[config.mk]
export PLATFORM = sky130hd
export DESIGN_NAME = riscv_dmem_ctrl_flat
export DESIGN_NICKNAME = d
export VERILOG_FILES = /design/src/rtl/riscv_dmem_ctrl_if.sv /design/src/rtl/riscv_dmem_ctrl.sv /design/src/flat_wrapper.sv
export SDC_FILE = /design/constraint.sdc
export NUM_CORES = 1
export LEC_CHECK = 0
export ABC_AREA = 1
export CORE_ASPECT_RATIO = 2
export CORE_MARGIN = 2
export CORE_UTILIZATION = 37
export CTS_BUF_LIST = sky130_fd_sc_hd__clkbuf_8
export DETAILED_ROUTE_END_ITERATION = 7
export GPL_ROUTABILITY_DRIVEN = 1
export PLACE_DENSITY = 0.68
export SLEW_MARGIN = 20
export SYNTH_ARGS = -nofsm -noshare
export SYNTH_HDL_FRONTEND = slang
export SYNTH_SLANG_ARGS = --single-unit
[constraint.sdc]
create_clock -name clk -period 3.5 [get_ports clk]
set_input_delay 0.35 -clock clk [delete_from_list [all_inputs] [get_ports clk]]
set_output_delay 0.35 -clock clk [all_outputs]
set_load 0.1 [all_outputs]
[src/rtl/riscv_dmem_ctrl_if.sv]
// Request/response and memory-side signal bundle for riscv_dmem_ctrl.
// slave = the controller, master = requesters plus the data memory.
interface riscv_dmem_ctrl_if #(
  parameter int DATA_WIDTH = 32,
  parameter int ADDR_WIDTH = 15
);
  logic                  c_req_valid, c_req_ready, c_req_we;
  logic [2:0]            c_req_funct3;
  logic [ADDR_WIDTH-1:0] c_req_addr;
  logic [DATA_WIDTH-1:0] c_req_wdata;
  logic                  d_req_valid, d_req_ready, d_req_we;
  logic [2:0]            d_req_funct3;
  logic [ADDR_WIDTH-1:0] d_req_addr;
  logic [DATA_WIDTH-1:0] d_req_wdata;
  logic                  c_rsp_valid, d_rsp_valid, rsp_err;
  logic [DATA_WIDTH-1:0] rsp_rdata;
  logic                  mem_en, mem_wen;
  logic [ADDR_WIDTH-3:0] mem_addr;
  logic [DATA_WIDTH-1:0] mem_wdata, mem_rdata;

  modport slave (
    input  c_req_valid, c_req_we, c_req_funct3, c_req_addr, c_req_wdata,
    input  d_req_valid, d_req_we, d_req_funct3, d_req_addr, d_req_wdata,
    output c_req_ready, d_req_ready, c_rsp_valid, d_rsp_valid, rsp_rdata, rsp_err,
    output mem_en, mem_wen, mem_addr, mem_wdata,
    input  mem_rdata
  );

  modport master (
    output c_req_valid, c_req_we, c_req_funct3, c_req_addr, c_req_wdata,
    output d_req_valid, d_req_we, d_req_funct3, d_req_addr, d_req_wdata,
    input  c_req_ready, d_req_ready, c_rsp_valid, d_rsp_valid, rsp_rdata, rsp_err,
    input  mem_en, mem_wen, mem_addr, mem_wdata,
    output mem_rdata
  );
endinterface

[src/rtl/riscv_dmem_ctrl.sv]
// Load/store controller for a single-port word memory: core + debug round-robin,
// RMW for sub-word stores. Debug port live only when DMEM_CTRL_DBG_PORT_EN is defined.
module riscv_dmem_ctrl #(
  parameter int DATA_WIDTH = 32,
  parameter int ADDR_WIDTH = 15
) (
  input  logic            clk,
  input  logic            reset,
  riscv_dmem_ctrl_if.slave bus
);
  typedef enum logic [2:0] {IDLE, RD, WAIT, WR, RESP} state_t;

  state_t                r_state;
  logic                  r_we, r_owner, r_last_dbg;
  logic [2:0]            r_f3;
  logic [ADDR_WIDTH-1:0] r_addr;
  logic [DATA_WIDTH-1:0] r_wdata;
  logic                  r_mem_en, r_mem_wen, r_rsp_err, r_c_rsp, r_d_rsp;
  logic [DATA_WIDTH-1:0] r_mem_wdata, r_rsp_rdata;

  logic                  w_idle, w_gnt_c, w_gnt_d;
  logic                  w_we, w_ill, w_mis, w_err;
  logic [2:0]            w_f3;
  logic [ADDR_WIDTH-1:0] w_addr;
  logic [DATA_WIDTH-1:0] w_wdata, w_lane, w_ext, w_mask, w_merged;
  logic [4:0]            w_shamt;

  assign w_idle = (r_state == IDLE) && !reset;

`ifdef DMEM_CTRL_DBG_PORT_EN
  // On contention the requester that did not win last time goes first.
  assign w_gnt_c = w_idle && bus.c_req_valid && (!bus.d_req_valid || r_last_dbg);
  assign w_gnt_d = w_idle && bus.d_req_valid && (!bus.c_req_valid || !r_last_dbg);
  assign w_we    = w_gnt_d ? bus.d_req_we     : bus.c_req_we;
  assign w_f3    = w_gnt_d ? bus.d_req_funct3 : bus.c_req_funct3;
  assign w_addr  = w_gnt_d ? bus.d_req_addr   : bus.c_req_addr;
  assign w_wdata = w_gnt_d ? bus.d_req_wdata  : bus.c_req_wdata;
`else
  logic w_unused_dbg;
  assign w_unused_dbg = ^{bus.d_req_valid, bus.d_req_we, bus.d_req_funct3,
                          bus.d_req_addr, bus.d_req_wdata, r_last_dbg};
  assign w_gnt_c = w_idle && bus.c_req_valid;
  assign w_gnt_d = 1'b0;
  assign w_we    = bus.c_req_we;
  assign w_f3    = bus.c_req_funct3;
  assign w_addr  = bus.c_req_addr;
  assign w_wdata = bus.c_req_wdata;
`endif

  always_comb begin
    w_ill = 1'b1;
    case (w_f3)
      3'b000, 3'b001, 3'b010: w_ill = 1'b0;
      3'b100, 3'b101:         w_ill = w_we;
      default:                w_ill = 1'b1;
    endcase
  end
  assign w_mis = ((w_f3[1:0] == 2'b01) && w_addr[0]) ||
                 ((w_f3[1:0] == 2'b10) && (w_addr[1:0] != 2'b00));
  assign w_err = w_ill || w_mis;

  // Lane select / merge operate on the word read back in WAIT.
  assign w_shamt = {r_addr[1:0], 3'b000};
  assign w_lane  = bus.mem_rdata >> w_shamt;

  always_comb begin
    w_ext = w_lane;
    case (r_f3)
      3'b000:  w_ext = {{24{w_lane[7]}},  w_lane[7:0]};
      3'b001:  w_ext = {{16{w_lane[15]}}, w_lane[15:0]};
      3'b100:  w_ext = {24'd0, w_lane[7:0]};
      3'b101:  w_ext = {16'd0, w_lane[15:0]};
      default: w_ext = w_lane;
    endcase
  end

  assign w_mask   = (r_f3[0] ? 32'h0000_FFFF : 32'h0000_00FF) << w_shamt;
  assign w_merged = (bus.mem_rdata & ~w_mask) | ((r_wdata << w_shamt) & w_mask);

  always_ff @(posedge clk) begin
    if (reset) begin
      r_state     <= IDLE;
      r_we        <= 1'b0;
      r_f3        <= 3'd0;
      r_addr      <= '0;
      r_wdata     <= '0;
      r_owner     <= 1'b0;
      r_last_dbg  <= 1'b1;
      r_mem_en    <= 1'b0;
      r_mem_wen   <= 1'b0;
      r_mem_wdata <= '0;
      r_rsp_rdata <= '0;
      r_rsp_err   <= 1'b0;
      r_c_rsp     <= 1'b0;
      r_d_rsp     <= 1'b0;
    end else begin
      r_mem_en    <= 1'b0;
      r_mem_wen   <= 1'b0;
      r_mem_wdata <= '0;
      r_rsp_rdata <= '0;
      r_rsp_err   <= 1'b0;
      r_c_rsp     <= 1'b0;
      r_d_rsp     <= 1'b0;
      case (r_state)
        IDLE: if (w_gnt_c || w_gnt_d) begin
          r_we       <= w_we;
          r_f3       <= w_f3;
          r_addr     <= w_addr;
          r_wdata    <= w_wdata;
          r_owner    <= w_gnt_d;
          r_last_dbg <= w_gnt_d;
          if (w_err) begin
            r_state   <= RESP;
            r_rsp_err <= 1'b1;
            r_c_rsp   <= !w_gnt_d;
            r_d_rsp   <= w_gnt_d;
          end else if (w_we && (w_f3 == 3'b010)) begin
            r_state     <= WR;
            r_mem_en    <= 1'b1;
            r_mem_wen   <= 1'b1;
            r_mem_wdata <= w_wdata;
          end else begin
            r_state  <= RD;
            r_mem_en <= 1'b1;
          end
        end
        RD: r_state <= WAIT;
        WAIT: if (r_we) begin
          r_state     <= WR;
          r_mem_en    <= 1'b1;
          r_mem_wen   <= 1'b1;
          r_mem_wdata <= w_merged;
        end else begin
          r_state     <= RESP;
          r_rsp_rdata <= w_ext;
          r_c_rsp     <= !r_owner;
          r_d_rsp     <= r_owner;
        end
        WR: begin
          r_state <= RESP;
          r_c_rsp <= !r_owner;
          r_d_rsp <= r_owner;
        end
        RESP:    r_state <= IDLE;
        default: r_state <= IDLE;
      endcase
    end
  end

  // Gate with reset so a write landing on the reset cycle never reaches memory.
  assign bus.c_req_ready = w_gnt_c;
  assign bus.d_req_ready = w_gnt_d;
  assign bus.c_rsp_valid = r_c_rsp && !reset;
  assign bus.d_rsp_valid = r_d_rsp && !reset;
  assign bus.rsp_err     = r_rsp_err && !reset;
  assign bus.rsp_rdata   = reset ? '0 : r_rsp_rdata;
  assign bus.mem_en      = r_mem_en && !reset;
  assign bus.mem_wen     = r_mem_wen && !reset;
  assign bus.mem_wdata   = reset ? '0 : r_mem_wdata;
  assign bus.mem_addr    = reset ? '0 : r_addr[ADDR_WIDTH-1:2];
endmodule

[src/flat_wrapper.sv]
// flat-port wrapper written by rule: the top's interface ports become plain ports
module riscv_dmem_ctrl_flat 
#(
  parameter int DATA_WIDTH = 32,
  parameter int ADDR_WIDTH = 15
)
  (clk, reset, bus_c_req_valid, bus_c_req_we, bus_c_req_funct3, bus_c_req_addr, bus_c_req_wdata, bus_d_req_valid, bus_d_req_we, bus_d_req_funct3, bus_d_req_addr, bus_d_req_wdata, bus_c_req_ready, bus_d_req_ready, bus_c_rsp_valid, bus_d_rsp_valid, bus_rsp_rdata, bus_rsp_err, bus_mem_en, bus_mem_wen, bus_mem_addr, bus_mem_wdata, bus_mem_rdata);
  riscv_dmem_ctrl_if #(.DATA_WIDTH(DATA_WIDTH), .ADDR_WIDTH(ADDR_WIDTH)) bus_i ();
  input  logic clk;
  input  logic reset;
  input wire logic [$bits(bus_i.c_req_valid)-1:0] bus_c_req_valid;
  input wire logic [$bits(bus_i.c_req_we)-1:0] bus_c_req_we;
  input wire logic [$bits(bus_i.c_req_funct3)-1:0] bus_c_req_funct3;
  input wire logic [$bits(bus_i.c_req_addr)-1:0] bus_c_req_addr;
  input wire logic [$bits(bus_i.c_req_wdata)-1:0] bus_c_req_wdata;
  input wire logic [$bits(bus_i.d_req_valid)-1:0] bus_d_req_valid;
  input wire logic [$bits(bus_i.d_req_we)-1:0] bus_d_req_we;
  input wire logic [$bits(bus_i.d_req_funct3)-1:0] bus_d_req_funct3;
  input wire logic [$bits(bus_i.d_req_addr)-1:0] bus_d_req_addr;
  input wire logic [$bits(bus_i.d_req_wdata)-1:0] bus_d_req_wdata;
  output wire logic [$bits(bus_i.c_req_ready)-1:0] bus_c_req_ready;
  output wire logic [$bits(bus_i.d_req_ready)-1:0] bus_d_req_ready;
  output wire logic [$bits(bus_i.c_rsp_valid)-1:0] bus_c_rsp_valid;
  output wire logic [$bits(bus_i.d_rsp_valid)-1:0] bus_d_rsp_valid;
  output wire logic [$bits(bus_i.rsp_rdata)-1:0] bus_rsp_rdata;
  output wire logic [$bits(bus_i.rsp_err)-1:0] bus_rsp_err;
  output wire logic [$bits(bus_i.mem_en)-1:0] bus_mem_en;
  output wire logic [$bits(bus_i.mem_wen)-1:0] bus_mem_wen;
  output wire logic [$bits(bus_i.mem_addr)-1:0] bus_mem_addr;
  output wire logic [$bits(bus_i.mem_wdata)-1:0] bus_mem_wdata;
  input wire logic [$bits(bus_i.mem_rdata)-1:0] bus_mem_rdata;
  assign bus_i.c_req_valid = bus_c_req_valid;
  assign bus_i.c_req_we = bus_c_req_we;
  assign bus_i.c_req_funct3 = bus_c_req_funct3;
  assign bus_i.c_req_addr = bus_c_req_addr;
  assign bus_i.c_req_wdata = bus_c_req_wdata;
  assign bus_i.d_req_valid = bus_d_req_valid;
  assign bus_i.d_req_we = bus_d_req_we;
  assign bus_i.d_req_funct3 = bus_d_req_funct3;
  assign bus_i.d_req_addr = bus_d_req_addr;
  assign bus_i.d_req_wdata = bus_d_req_wdata;
  assign bus_c_req_ready = bus_i.c_req_ready;
  assign bus_d_req_ready = bus_i.d_req_ready;
  assign bus_c_rsp_valid = bus_i.c_rsp_valid;
  assign bus_d_rsp_valid = bus_i.d_rsp_valid;
  assign bus_rsp_rdata = bus_i.rsp_rdata;
  assign bus_rsp_err = bus_i.rsp_err;
  assign bus_mem_en = bus_i.mem_en;
  assign bus_mem_wen = bus_i.mem_wen;
  assign bus_mem_addr = bus_i.mem_addr;
  assign bus_mem_wdata = bus_i.mem_wdata;
  assign bus_i.mem_rdata = bus_mem_rdata;
  riscv_dmem_ctrl #(.DATA_WIDTH(DATA_WIDTH), .ADDR_WIDTH(ADDR_WIDTH)) u_core (.clk(clk), .reset(reset), .bus(bus_i));
endmodule
==> out/results.ini <==
[synthesis]
synth_top_cell_by_area=dfxtp_1
synth-seq-area-share=0.357
ys_types=30
asyncSetResetFlopFracSynth=0
synth.top_cells.by_count=inv_1 (193), nand2_1 (192), nor2_1 (125)
post_syn_area_mm2=0.00640
synth_top_cells_by_area=dfxtp_1 (36%), inv_1 (11%), nand2_1 (11%), nor2_1 (7.3%), a21oi_1 (6.0%)
syn_area_per_cell_um2=6.38
most_frequent_cell_after_synthesis=inv_1
netlist_instances=1003
synth-main-ff-cell=dfxtp_1
synth.yosys.warnings=0
yosys_register_bits=114
netlist.area_leader.share=0.357
synth_edf_count=0

[floorplanning]
floorplan.initialDensity=0.374
io_pins=222
die_area_mm2=0.0184
rows=68
core_area_mm2=0.0171
die_w_um=97.0
die_h_um=190

[power]
netSwitchingFraction=0.310
net-switching-power_mw=1.01
design_power_total_mw=3.27
share_seq_of_total_power=0.417
share_of_power_burned_in_combinational_logic=0.186
internal-power_mw=2.26
p_leak_nw=3.65
irDropWorstVdd_mv=0.248
clockPowerShare=0.397
power-per-cell-area_mw_per_mm2=397

[setup_path]
worst_r2r_path_depth=7
cp_data_required_time_ps=3820
crit_arrival_ps=2650
critical_path_capture_point_type=flip-flop
critPathMaxFanout=44
timing.critical_path.from_type=flip-flop
setup.worst_path.class=reg2reg

[run_status]
outcome=completed

[cts]
htree_num_levels=4
clock_tree_from_tritoncts=built
ctsRootBufferMaster=clkbuf_8
numCtsBuffers=17
cts_resized=0
numClockSinks=114
ctsLongestPathBuffers=2
post_cts.repair.setup_buffers=0
clk_pin_slew_ps=80
cts_hold_repair.buffers=0
clock_insertion_delay_at_the_later_pin_of_the_skew_report_ps=440

[sta]
totalNegativeSetupSlack_ps=0
timing.final.max_slew_violations=0
final_min_period_over_clock_period=0.664
setup_viol=0
grt_setup_unrepaired=no
finalHoldWorstSlack_ps=257
clock.fmax_mhz=430
maxSlewHeadroom=0.284
hold_viol_final=0
skew_ps=17.3
worst_slew_pin_slew_ps=1070
final.min_clock_period_ps=2320

[final_layout]
nNetsFinal=1267
layout-area-overhead-vs-synth_pct=28.6
filler_cell_count=1752
layout.cell_area.non_filler_mm2=0.00823
drive_above_1_share=0.160
antenna_cells=0

[grt]
grt_pass1_vias=6072
antenna_found_initial=0
maximum_number_of_pins_on_one_net_before_global_route_repair=144
grt_resource_usage_total=0.209
globalRouteOverflowTotal=0
global_route_wire_length_before_repair_um=30900

[hold_path]
whs_path_depth=4
hold_class=in2reg

[place]
io_buffer_count=167
dp_hpwl_um=14400
gpl.final_weighted_congestion=0.897
post_dp_cell_area_mm2=0.00782

[route]
drt-total-wl_um=19600
route.antenna.remaining_nets=0
drt_iter0_markers=485
vias=6623
avgRoutedWirePerCell_um=14.5
firstDrtPassIters=5
via_per_inst=4.90
drc=0

[flow_run]
maxCapViolations=0

[logic make-up after synthesis]
| family | count (synthesis) | share of synthesized area |
|---|---|---|
| DFF | 114 | 0.357 |
| AOI/OAI and AO/OA | 168 | 0.153 |
| and+or+nand+nor | 455 | 0.315 |
| buffers and inverters | 265 | 0.175 |
| other | 1 | 0.000586 |
[routing by layer]
layer	GRT usage	wire (um)	vias to the layer above
li1	-	-	3349
met1	0.270	8360	2926
met2	0.337	9060	308
met3	0.0408	1540	40
met4	0.0932	660	0
met5	0	0	-
[worst max-delay path, cell delays in order (launching register included)]
cell and delay [ps]:
dfxtp_2 770, buf_4 440, nand2_1 90, nand2_1 60, nand2_1 170, a21oi_1 310, nand2_1 80, a21oi_1 270
[through the flow]
step | instances | utilization | setup slack, ps
global placement | 1320 | 0.457 | 1150
floorplan | 1004 | - | 975
finish | 1352 | 0.481 | 1180
detailed placement | 1320 | 0.457 | 1130
CTS | 1352 | 0.481 | 1190
global route | 1352 | 0.481 | 1020
[layout make-up]
class | count | area, um2 | area share
multi-input combinational | 625 | 3000 | 0.364
sequential | 114 | 2280 | 0.277
timing repair buffer | 175 | 1540 | 0.187
inverter | 196 | 738 | 0.0897
tap | 210 | 263 | 0.0319
clock buffer | 18 | 248 | 0.0301
clock inverter | 14 | 164 | 0.0199
[power groups by stage]
stage	combinational (mW)	clock [mW]	sequential, mW
floorplan	0.433	0	1.37
CTS	0.605	1.33	1.36
detailed placement	0.603	0	1.39
global placement	0.596	0	1.39
finish	0.608	1.30	1.36
global route	0.665	1.38	1.37
[cell usage in the layout (no fill, tap or decap), types with 7 or more instances in the layout]
cell type	Yosys	routed
nand2_2	26	26
buf_4	8	90
o21ai_1	9	9
o31ai_1	7	7
clkbuf_8	0	18
a21oi_1	77	77
nand3_1	70	70
dfxtp_1	114	113
inv_1	193	195
nor2_1	125	125
nand2_1	192	192
o21ai_0	40	40
clkdlybuf4s50_1	0	84
o211ai_1	7	7
a21oi_2	24	24
nand4_1	34	34
[flip-flops by register name, summed over array words and instances (netlist names)]
register,count
u_core.r_addr,15
u_core.r_mem_wen,1
u_core.r_mem_wdata,32
u_core.r_mem_en,1
u_core.r_state,3
u_core.r_c_rsp,1
u_core.r_wdata,24
u_core.r_rsp_rdata,32
u_core.r_f3,3
u_core.r_we,1
u_core.r_rsp_err,1
[worst paths after layout]
check | slack, ps | from | end
worst max-delay path | 1180 | u_core.r_addr[0] | u_core.r_mem_wdata[21]
worst min register to register | 460 | u_core.r_addr[14] | u_core.r_addr[14]
worst max register to register | 1180 | u_core.r_addr[0] | u_core.r_mem_wdata[21]
worst min-delay path | 260 | reset | u_core.r_state[1]
Power figures use the tool's default switching activity.
